**config.mk**
```make
export PLATFORM = sky130hd
export DESIGN_NAME = cam_pixel_capture
export DESIGN_NICKNAME = d
export VERILOG_FILES = /design/src/rtl/cam_pixel_capture_pkg.sv /design/src/rtl/cam_sync_edge.sv /design/src/rtl/cam_pixel_capture.sv
export SDC_FILE = /design/constraint.sdc
export NUM_CORES = 1
export LEC_CHECK = 0
export ABC_AREA = 1
export CAP_MARGIN = 40
export CORE_MARGIN = 2
export CORE_UTILIZATION = 56
export DETAILED_ROUTE_END_ITERATION = 7
export PLACE_DENSITY = 0.95
export RECOVER_POWER = 50
export SYNTH_ARGS = -nofsm -noshare
export SYNTH_HDL_FRONTEND = slang
export SYNTH_HIERARCHICAL = 1
export SYNTH_SLANG_ARGS = --single-unit
```
**constraint.sdc**
```tcl
create_clock -name MAX10_CLK1_50 -period 2.87 [get_ports MAX10_CLK1_50]
set_clock_uncertainty 0.1 [all_clocks]
set_input_delay 0.7175 -clock MAX10_CLK1_50 [delete_from_list [all_inputs] [get_ports MAX10_CLK1_50]]
set_output_delay 0.7175 -clock MAX10_CLK1_50 [all_outputs]
set_load 0.03 [all_outputs]
```
**src/rtl/cam_pixel_capture_pkg.sv**
```systemverilog
`default_nettype none
// ============================================================================
// Module   : cam_pixel_capture_pkg
// Brief    : Shared types and defaults for the camera pixel capture block:
//            capture FSM states, RGB565 pixel layout, default frame geometry
//            and frame-buffer address width.
// Revision : 1.0 - initial release
// ============================================================================
package cam_pixel_capture_pkg;

    // Default stored frame geometry (QVGA)
    localparam int DEF_H_ACTIVE = 320;
    localparam int DEF_V_ACTIVE = 240;

    // Frame-buffer address width; 2^17 covers 320*240 = 76800 pixels
    localparam int FB_ADDR_W = 17;

    // Capture controller states
    typedef enum logic [1:0] {
        ST_IDLE       = 2'd0,
        ST_WAIT_VSYNC = 2'd1,
        ST_CAPTURE    = 2'd2
    } cap_state_t;

    // RGB565 pixel as delivered to the frame buffer (first camera byte on top)
    typedef struct packed {
        logic [4:0] red;
        logic [5:0] green;
        logic [4:0] blue;
    } rgb565_t;

endpackage
`default_nettype wire

```
**src/rtl/cam_sync_edge.sv**
```systemverilog
`default_nettype none
// ============================================================================
// Module   : cam_sync_edge
// Brief    : Single-bit SYNC_STAGES-deep synchroniser followed by a rising /
//            falling edge detector on the synchronised value.
// Revision : 1.0 - initial release
// ============================================================================
module cam_sync_edge
    import cam_pixel_capture_pkg::*;
#(
    parameter int SYNC_STAGES = 2
) (
    input  logic clk,
    input  logic rst_n,
    input  logic din,
    output logic sync_out,
    output logic rise,
    output logic fall
);

    logic [SYNC_STAGES-1:0] r_sync;
    logic                   r_prev;

    // Shift the asynchronous input through the synchroniser and remember the last synced value
    always_ff @(posedge clk or negedge rst_n) begin
        if (!rst_n) begin
            r_sync <= '0;
            r_prev <= 1'b0;
        end else begin
            r_sync[0] <= din;
            for (int i = 1; i < SYNC_STAGES; i++) begin
                r_sync[i] <= r_sync[i-1];
            end
            r_prev <= r_sync[SYNC_STAGES-1];
        end
    end

    assign sync_out = r_sync[SYNC_STAGES-1];
    assign rise     = r_sync[SYNC_STAGES-1] & ~r_prev;
    assign fall     = ~r_sync[SYNC_STAGES-1] & r_prev;

endmodule
`default_nettype wire

```
**src/rtl/cam_pixel_capture.sv**
```systemverilog
`default_nettype none
// ============================================================================
// Module   : cam_pixel_capture
// Brief    : Captures an 8-bit camera byte stream (two bytes per RGB565 pixel)
//            into frame-buffer writes on the system clock.
// Config   : CAM_DECIMATE_EN - when defined, the camera delivers a frame of
//            twice the stored size in each direction and only even pixels of
//            even lines are written.
// Revision : 1.0 - initial release
// ============================================================================
module cam_pixel_capture
    import cam_pixel_capture_pkg::*;
#(
    parameter int H_ACTIVE    = DEF_H_ACTIVE,
    parameter int V_ACTIVE    = DEF_V_ACTIVE,
    parameter int SYNC_STAGES = 2
) (
    input  logic                 MAX10_CLK1_50,
    input  logic                 rst_n,
    input  logic                 c_PCLK,
    input  logic                 c_HREF,
    input  logic                 c_VSYNC,
    input  logic [7:0]           c_DOUT,
    input  logic                 enable,
    output logic [15:0]          w_data,
    output logic                 w_en,
    output logic [FB_ADDR_W-1:0] w_index,
    output logic                 frame_start,
    output logic                 frame_done,
    output logic                 overflow
);

    localparam logic [FB_ADDR_W-1:0] c_PIX_TOTAL = FB_ADDR_W'(H_ACTIVE * V_ACTIVE);

    // ------------------------------------------------------------------
    // Input synchronisation: strobes and data share the same depth so a
    // byte lines up with the PCLK edge that qualifies it.
    // ------------------------------------------------------------------
    logic w_pclk_sync, w_pclk_rise, w_pclk_fall;
    logic w_href_sync, w_href_rise, w_href_fall;
    logic w_vs_sync,   w_vs_rise,   w_vs_fall;

    cam_sync_edge #(.SYNC_STAGES(SYNC_STAGES)) u_sync_pclk (
        .clk      (MAX10_CLK1_50),
        .rst_n    (rst_n),
        .din      (c_PCLK),
        .sync_out (w_pclk_sync),
        .rise     (w_pclk_rise),
        .fall     (w_pclk_fall)
    );

    cam_sync_edge #(.SYNC_STAGES(SYNC_STAGES)) u_sync_href (
        .clk      (MAX10_CLK1_50),
        .rst_n    (rst_n),
        .din      (c_HREF),
        .sync_out (w_href_sync),
        .rise     (w_href_rise),
        .fall     (w_href_fall)
    );

    cam_sync_edge #(.SYNC_STAGES(SYNC_STAGES)) u_sync_vsync (
        .clk      (MAX10_CLK1_50),
        .rst_n    (rst_n),
        .din      (c_VSYNC),
        .sync_out (w_vs_sync),
        .rise     (w_vs_rise),
        .fall     (w_vs_fall)
    );

    // Edge-detector outputs this controller has no use for
    logic w_unused_edges;
    assign w_unused_edges = w_pclk_sync ^ w_pclk_fall ^ w_href_rise ^ w_vs_sync;

    logic [7:0] r_dout_sync [SYNC_STAGES];
    logic [7:0] w_byte;

    // Byte-bus synchroniser, same depth as the strobe synchronisers
    always_ff @(posedge MAX10_CLK1_50 or negedge rst_n) begin
        if (!rst_n) begin
            for (int i = 0; i < SYNC_STAGES; i++) begin
                r_dout_sync[i] <= '0;
            end
        end else begin
            r_dout_sync[0] <= c_DOUT;
            for (int i = 1; i < SYNC_STAGES; i++) begin
                r_dout_sync[i] <= r_dout_sync[i-1];
            end
        end
    end

    assign w_byte = r_dout_sync[SYNC_STAGES-1];

    // ------------------------------------------------------------------
    // Capture controller
    // ------------------------------------------------------------------
    cap_state_t r_state, w_state_nxt;
    logic       w_start;
    logic       w_done;
    logic       w_take;

    // State register
    always_ff @(posedge MAX10_CLK1_50 or negedge rst_n) begin
        if (!rst_n) begin
            r_state <= ST_IDLE;
        end else begin
            r_state <= w_state_nxt;
        end
    end

    // Next state and per-cycle controls; VSYNC rise outranks a coincident PCLK edge
    always_comb begin
        w_state_nxt = r_state;
        w_start     = 1'b0;
        w_done      = 1'b0;
        w_take      = 1'b0;
        if (!enable) begin
            w_state_nxt = ST_IDLE;
        end else begin
            case (r_state)
                ST_IDLE: begin
                    w_state_nxt = ST_WAIT_VSYNC;
                end
                ST_WAIT_VSYNC: begin
                    if (w_vs_fall) begin
                        w_state_nxt = ST_CAPTURE;
                        w_start     = 1'b1;
                    end
                end
                ST_CAPTURE: begin
                    if (w_vs_rise) begin
                        w_state_nxt = ST_WAIT_VSYNC;
                        w_done      = 1'b1;
                    end else if (w_pclk_rise && w_href_sync) begin
                        w_take = 1'b1;
                    end
                end
                default: begin
                    w_state_nxt = ST_IDLE;
                end
            endcase
        end
    end

    // ------------------------------------------------------------------
    // Pixel assembly and write-address datapath
    // ------------------------------------------------------------------
    rgb565_t r_pix;
    logic    r_phase;
    logic    r_wr_pend;
    logic    w_keep;

`ifdef CAM_DECIMATE_EN
    logic r_line_odd;
    logic r_pix_odd;
    assign w_keep = ~r_line_odd & ~r_pix_odd;
`else
    assign w_keep = 1'b1;
`endif

    // Byte pairing, write strobe, address advance and overflow tracking
    always_ff @(posedge MAX10_CLK1_50 or negedge rst_n) begin
        if (!rst_n) begin
            r_pix       <= '0;
            r_phase     <= 1'b0;
            r_wr_pend   <= 1'b0;
            w_en        <= 1'b0;
            w_index     <= '0;
            frame_start <= 1'b0;
            frame_done  <= 1'b0;
            overflow    <= 1'b0;
`ifdef CAM_DECIMATE_EN
            r_line_odd  <= 1'b0;
            r_pix_odd   <= 1'b0;
`endif
        end else begin
            frame_start <= w_start;
            frame_done  <= w_done;
            // A completed pixel is dropped if capture was disabled meanwhile
            w_en        <= r_wr_pend & enable;
            r_wr_pend   <= 1'b0;

            if (w_start) begin
                w_index    <= '0;
                r_phase    <= 1'b0;
                overflow   <= 1'b0;
`ifdef CAM_DECIMATE_EN
                r_line_odd <= 1'b0;
                r_pix_odd  <= 1'b0;
`endif
            end else begin
                // Address advances after its pixel was presented, saturating at the frame size
                if (w_en && (w_index < c_PIX_TOTAL)) begin
                    w_index <= w_index + FB_ADDR_W'(1);
                end

                if (w_href_fall) begin
                    // A lone first byte at line end is abandoned
                    r_phase <= 1'b0;
`ifdef CAM_DECIMATE_EN
                    r_line_odd <= ~r_line_odd;
                    r_pix_odd  <= 1'b0;
`endif
                end else if (w_take) begin
                    if (!r_phase) begin
                        r_pix[15:8] <= w_byte;
                        r_phase     <= 1'b1;
                    end else begin
                        r_pix[7:0]  <= w_byte;
                        r_phase     <= 1'b0;
`ifdef CAM_DECIMATE_EN
                        r_pix_odd   <= ~r_pix_odd;
`endif
                        if (w_keep) begin
                            if (w_index >= c_PIX_TOTAL) begin
                                overflow <= 1'b1;
                            end else begin
                                r_wr_pend <= 1'b1;
                            end
                        end
                    end
                end
            end
        end
    end

    assign w_data = r_pix;

endmodule
`default_nettype wire

```
==> results.sh <==
export IMPL_maxCapViolCount=1
export IMPL_ys_warn_count=6
export IMPL_fp_dieH_um=74.16
export IMPL_drt_first_iter_violations=126
export IMPL_finalHoldViolations=0
export IMPL_crit_arrival_ns=1.56
export IMPL_ctsHtreeMaxLevel=3
export IMPL_nNetsFinal=364
export IMPL_synth_area_um2=2756
export IMPL_setup_violations=0
export IMPL_pin_count=51
export IMPL_dp_cells=404
export IMPL_ant_nets=0
export IMPL_dr_pass1_iters=7
export IMPL_worstPathMaxFanout=8
export IMPL_cp_slowest_stage_delay_ns=0.74
export IMPL_max_clock_freq_mhz=420.8
export IMPL_antenna_found_initial=0
export IMPL_initial_utilization_pct=58.36
export IMPL_clockRootBuffer="clkbuf_8"
export IMPL_hp_start="r_dout_sync[9]$_DFF_PN0_"
export IMPL_synth_area_per_cell_um2=9.538
export IMPL_clkSinkCount=66
export IMPL_gp_congestion=0.8444
export IMPL_cts_buffers_inserted=9
export IMPL_cp_end_kind="primary output"
export IMPL_wl_per_cell_um=14.15
export IMPL_rsz0062_at_grt="no"
export IMPL_tns_ns=0
export IMPL_fin_cells=420
export IMPL_area_growth_pct=28.82
export IMPL_worst_slack_ns=0.4938
export IMPL_startpoint_type="flip-flop"
export IMPL_tritoncts="built"
export IMPL_drc=0
export IMPL_timing_rr_end="w_index[14]$_DFFE_PN0P_"
export IMPL_grt_start_max_net_pins=37
export IMPL_worst_pin_slew_ns=1.683
export IMPL_synth_nets=305
export IMPL_crit_buf_inv=1
export IMPL_r2r_setup_slack_ns=1.12
export IMPL_diodes=0
export IMPL_grt_pass1_vias=2024
export IMPL_power_leakage_uw=0.001703
export IMPL_required_ns=2.05
export IMPL_grt_total_usage_pct=23.80
export IMPL_cts_clk_slew_worst_paths_ns=0.08
export IMPL_placed_cell_area_um2=3326
export IMPL_fp_dieArea_um2=5499
export IMPL_finalCriticalPeriod_ns=2.376
export IMPL_cts_path_max_buffers=2
export IMPL_critPathSlowestCell="clkdlybuf4s50_1"
export IMPL_fin_util_pct=75.18
export IMPL_wirelength_um=5944
export IMPL_core_area_um2=4723
export IMPL_num_vias=2172
export IMPL_powerDensity_nw_per_um2=583.4
export IMPL_num_rows=25
export IMPL_clk_latency_ns=0.34
export IMPL_postCtsHoldBufs=0
export IMPL_final_cell_area_um2=3551
export IMPL_r2r_cells=7
export IMPL_path_cells="clkdlybuf4s50_1"
export IMPL_drv_slew=31
export IMPL_hp_class="reg2reg"
export IMPL_cts_setup_buffers=0
export IMPL_maxSlewHeadroom_pct=-12.23
export IMPL_ir_worst_vdd_uv=435.0
export IMPL_port_buffers=50
export IMPL_r2r_start="w_index[1]$_DFFE_PN0P_"
export IMPL_layout_drive_gt1_share_pct=11.90
export IMPL_avgViaCountPerCell=5.171
export IMPL_violations="max-capacitance violations, max-slew violations"
export IMPL_status="finished, violations left"
export IMPL_gr_total_overflow=0
export IMPL_cts_resized=0
export IMPL_crit_type="reg2out"
export IMPL_min_to="w_byte[1]$_DFF_PN0_"
export IMPL_grt_pass1_wl_um=9556
export IMPL_hold_depth=0
export IMPL_hpwl_um=4067
export IMPL_fin_crit_sh_pct=82.80
export IMPL_synth_cells=289
export IMPL_critPathTopFamily="buffers and inverters"
export IMPL_place_ws_ns=0.4577
export IMPL_die_w_um=74.16
worst max-delay path by stage:
stage	start	end	slack, ns	cells past startpoint
CTS	w_index[13]$_DFFE_PN0P_	w_index[13]	0.48	1
global placement	enable	w_data[3]$_DFFE_PN0P_	0.57	6
global route	w_index[13]$_DFFE_PN0P_	w_index[13]	0.45	1
finish	w_index[13]$_DFFE_PN0P_	w_index[13]	0.49	1
detailed placement	enable	w_data[0]$_DFFE_PN0P_	0.46	6
floorplan	enable	w_data[13]$_DFFE_PN0P_	1.18	8
layout by cell type, fill, tap and decap left out, drive strengths merged, types with 3 or more instances in the layout:
cell	n
nor2	25
o21ai	25
inv	38
nand4	13
a21oi	3
nand2	80
xor2	3
dfrtp	66
clkbuf	11
clkdlybuf4s50	37
nand3	22
or2	3
dlygate4sd3	12
power breakdown:
| part | total, uW | switching, uW | internal [uW] |
|---|---|---|---|
| combinational | 185 | 114 | 70.7 |
| sequential | 1010 | 36.7 | 970 |
| clock | 881 | 367 | 514 |
| total | 2070 | 517 | 1550 |
state kept, by name, indices dropped and copies added (netlist names), 2 cells and up:
register,count
w_index,17
w_data,16
r_dout_sync,8
w_byte,8
r_state,2
u_sync_href/r_sync,2
u_sync_pclk/r_sync,2
u_sync_vsync/r_sync,2
final cells by class:
| class | count | area, um2 |
|---|---|---|
| inverters | 37 | 141.4 |
| clock buffers | 10 | 137.6 |
| fillers | 314 | 1172 |
| multi-input cells | 182 | 925.9 |
| repair buffers | 52 | 521.8 |
| flip-flops and latches | 66 | 1652 |
| well taps | 67 | 83.83 |
| clock inverters | 6 | 88.84 |
per-stage QoR:
step                total power [uW]  hold slack [ns]
floorplan                       1112           0.2312
global placement                1202           0.2315
detailed placement              1211           0.2347
CTS                             2088           0.2519
global route                    2148           0.2576
finish                          2072           0.2476
routing by layer:
layer  GRT usage, %  up-vias  share of wire, %
met1          28.09     1065                41
met5              0        -                 0
met2          40.28       58                52
met3          6.640       10               5.6
li1               -     1039                 -
met4          11.52        0               2.0
(Power assumes the default switching activity.)
==> edit (config.mk and constraints unchanged) <==
Reset style: synchronous (`rst_n`), changed in 4 clocked blocks. Comments in the files are not updated.
--- a/src/rtl/cam_sync_edge.sv
+++ b/src/rtl/cam_sync_edge.sv
@@ -22,7 +22,7 @@
     logic                   r_prev;
 
     // Shift the asynchronous input through the synchroniser and remember the last synced value
-    always_ff @(posedge clk or negedge rst_n) begin
+    always_ff @(posedge clk) begin
         if (!rst_n) begin
             r_sync <= '0;
             r_prev <= 1'b0;
--- a/src/rtl/cam_pixel_capture.sv
+++ b/src/rtl/cam_pixel_capture.sv
@@ -75,7 +75,7 @@
     logic [7:0] w_byte;
 
     // Byte-bus synchroniser, same depth as the strobe synchronisers
-    always_ff @(posedge MAX10_CLK1_50 or negedge rst_n) begin
+    always_ff @(posedge MAX10_CLK1_50) begin
         if (!rst_n) begin
             for (int i = 0; i < SYNC_STAGES; i++) begin
                 r_dout_sync[i] <= '0;
@@ -99,7 +99,7 @@
     logic       w_take;
 
     // State register
-    always_ff @(posedge MAX10_CLK1_50 or negedge rst_n) begin
+    always_ff @(posedge MAX10_CLK1_50) begin
         if (!rst_n) begin
             r_state <= ST_IDLE;
         end else begin
@@ -158,7 +158,7 @@
 `endif
 
     // Byte pairing, write strobe, address advance and overflow tracking
-    always_ff @(posedge MAX10_CLK1_50 or negedge rst_n) begin
+    always_ff @(posedge MAX10_CLK1_50) begin
         if (!rst_n) begin
             r_pix       <= '0;
             r_phase     <= 1'b0;
Formal check against the unedited RTL: differs if rst_n is asserted again (counterexample within 10 cycles, from zero or initial values and one cycle with rst_n low); with rst_n held inactive, the same outputs for 10 cycles.
==> edit against the unedited design <==
  * Wire length is 7.9% lower
  * Critical path depth unchanged
  * Area after synthesis decreased by 3.6%
  * Via count up 7.1%
  * Worst setup slack improved by 0.0039 ns
  * Global-route usage fell by 1.0 points
  * Sequential cell count unchanged
  * Final area decreased by 6.2%
Power is not compared: it rests on default switching activity, and its combinational part moved more than twofold at a synthesized area within 25%.
==> edit: results (changes against the unedited design) <==
status: "completed"  # was finished with violations
antenna_cells: 0  # unchanged
top_register: "w_index"  # unchanged
synth_nets: 373  # was 305
grt_antenna_before_repair: 0  # unchanged
portBuffers: 50  # unchanged
grt_pass1_vias: 2165  # was 2024
ctsResizeCount: 0  # unchanged
fin_nets: 428  # was 364
largest_register_ffs: 17  # unchanged
p_leak_nw: 1.48
wl_met3_um: 222  # was 333 um
slew_headroom: 0.539  # was -0.122
clk_pin_slew_ns: 0.07
route.vias.total: 2327  # was 2172
met1_length_um: 2270  # was 2430 um
drive_above_1_share: 0.0649  # was 0.119
drtIter0Drc: 108  # was 126
placedInstanceArea_um2: 3190  # was 3330 um^2
dp.final_hpwl_um: 3860  # was 4070 um
route.met2.wl_um: 2910  # was 3070 um
post-cts-setup-buffers: 0  # unchanged
crit_path_top_delay_cell: "clkdlybuf4s50_1"  # unchanged
critPathMaxFanout: 7  # was 8
routedWlPerCell_um: 11.7  # was 14.2 um
insertion_delay_ns: 0.34  # about the same
grt_max_degree: 44  # was 37
place_congestion: 0.936  # was 0.844
grt_pass1_wl_um: 9200  # was 9560 um
arrival_ns: 1.55
hp-class: "register to register"  # unchanged
grt_usage: 0.228  # was 0.238
drt_first_pass_iters: 4  # was 7
dp_slack_ns: 0.563  # was 0.458 ns
==> edit: report_power, final <==
part | internal (mW) | switching (mW) | total [mW]
Combinational | 0.0266 | 0.0303 | 0.0569
Sequential | 0.932 | 0.00633 | 0.939
Clock | 0.418 | 0.332 | 0.750
==> edit: final timing paths <==
check             slack (ns)   startpoint     endpoint  cells past startpoint
hold / removal          0.31    r_wr_pend         w_en                      2
setup / recovery        0.50  w_index[13]  w_index[13]                      1
hold reg to reg         0.31    r_wr_pend         w_en                      2
setup reg to reg        0.72  w_index[13]   w_index[9]                      7
==> edit: layout make-up <==
| class | count | area [um^2] |
|---|---|---|
| well taps | 54 | 67.6 |
| fillers | 369 | 1330 |
| repair buffers | 54 | 524 |
| inverters | 55 | 206 |
| clock inverters | 3 | 40.0 |
| clock buffers | 12 | 145 |
| flip-flops and latches | 66 | 1320 |
| multi-input cells | 226 | 1030 |
==> edit: per-stage QoR <==
step                      cells  hold slack (ns)  power (mW)  utilization
after floorplan             357            0.290       0.989            -
after global placement      455            0.292        1.01        0.685
after detailed placement    455            0.300        1.02        0.685
after CTS                   470            0.312        1.76        0.725
after global routing        470            0.329        1.81        0.715
final                       470            0.312        1.75        0.715
==> edit: metal layers <==
metal	GRT usage	vias up
met5	0	-
met4	0.103	0
met3	0.0829	8
met2	0.394	54
met1	0.248	1065
li1	-	1200
==> edit: worst reg2reg max path, stage by stage, from the launching register on <==
cell and delay (ns):
dfxtp_1 0.49, nand2_1 0.15, nand3_1 0.10, nand2_1 0.21, nand2_1 0.43, inv_1 0.32, nand2_1 0.14, a21oi_1 0.07
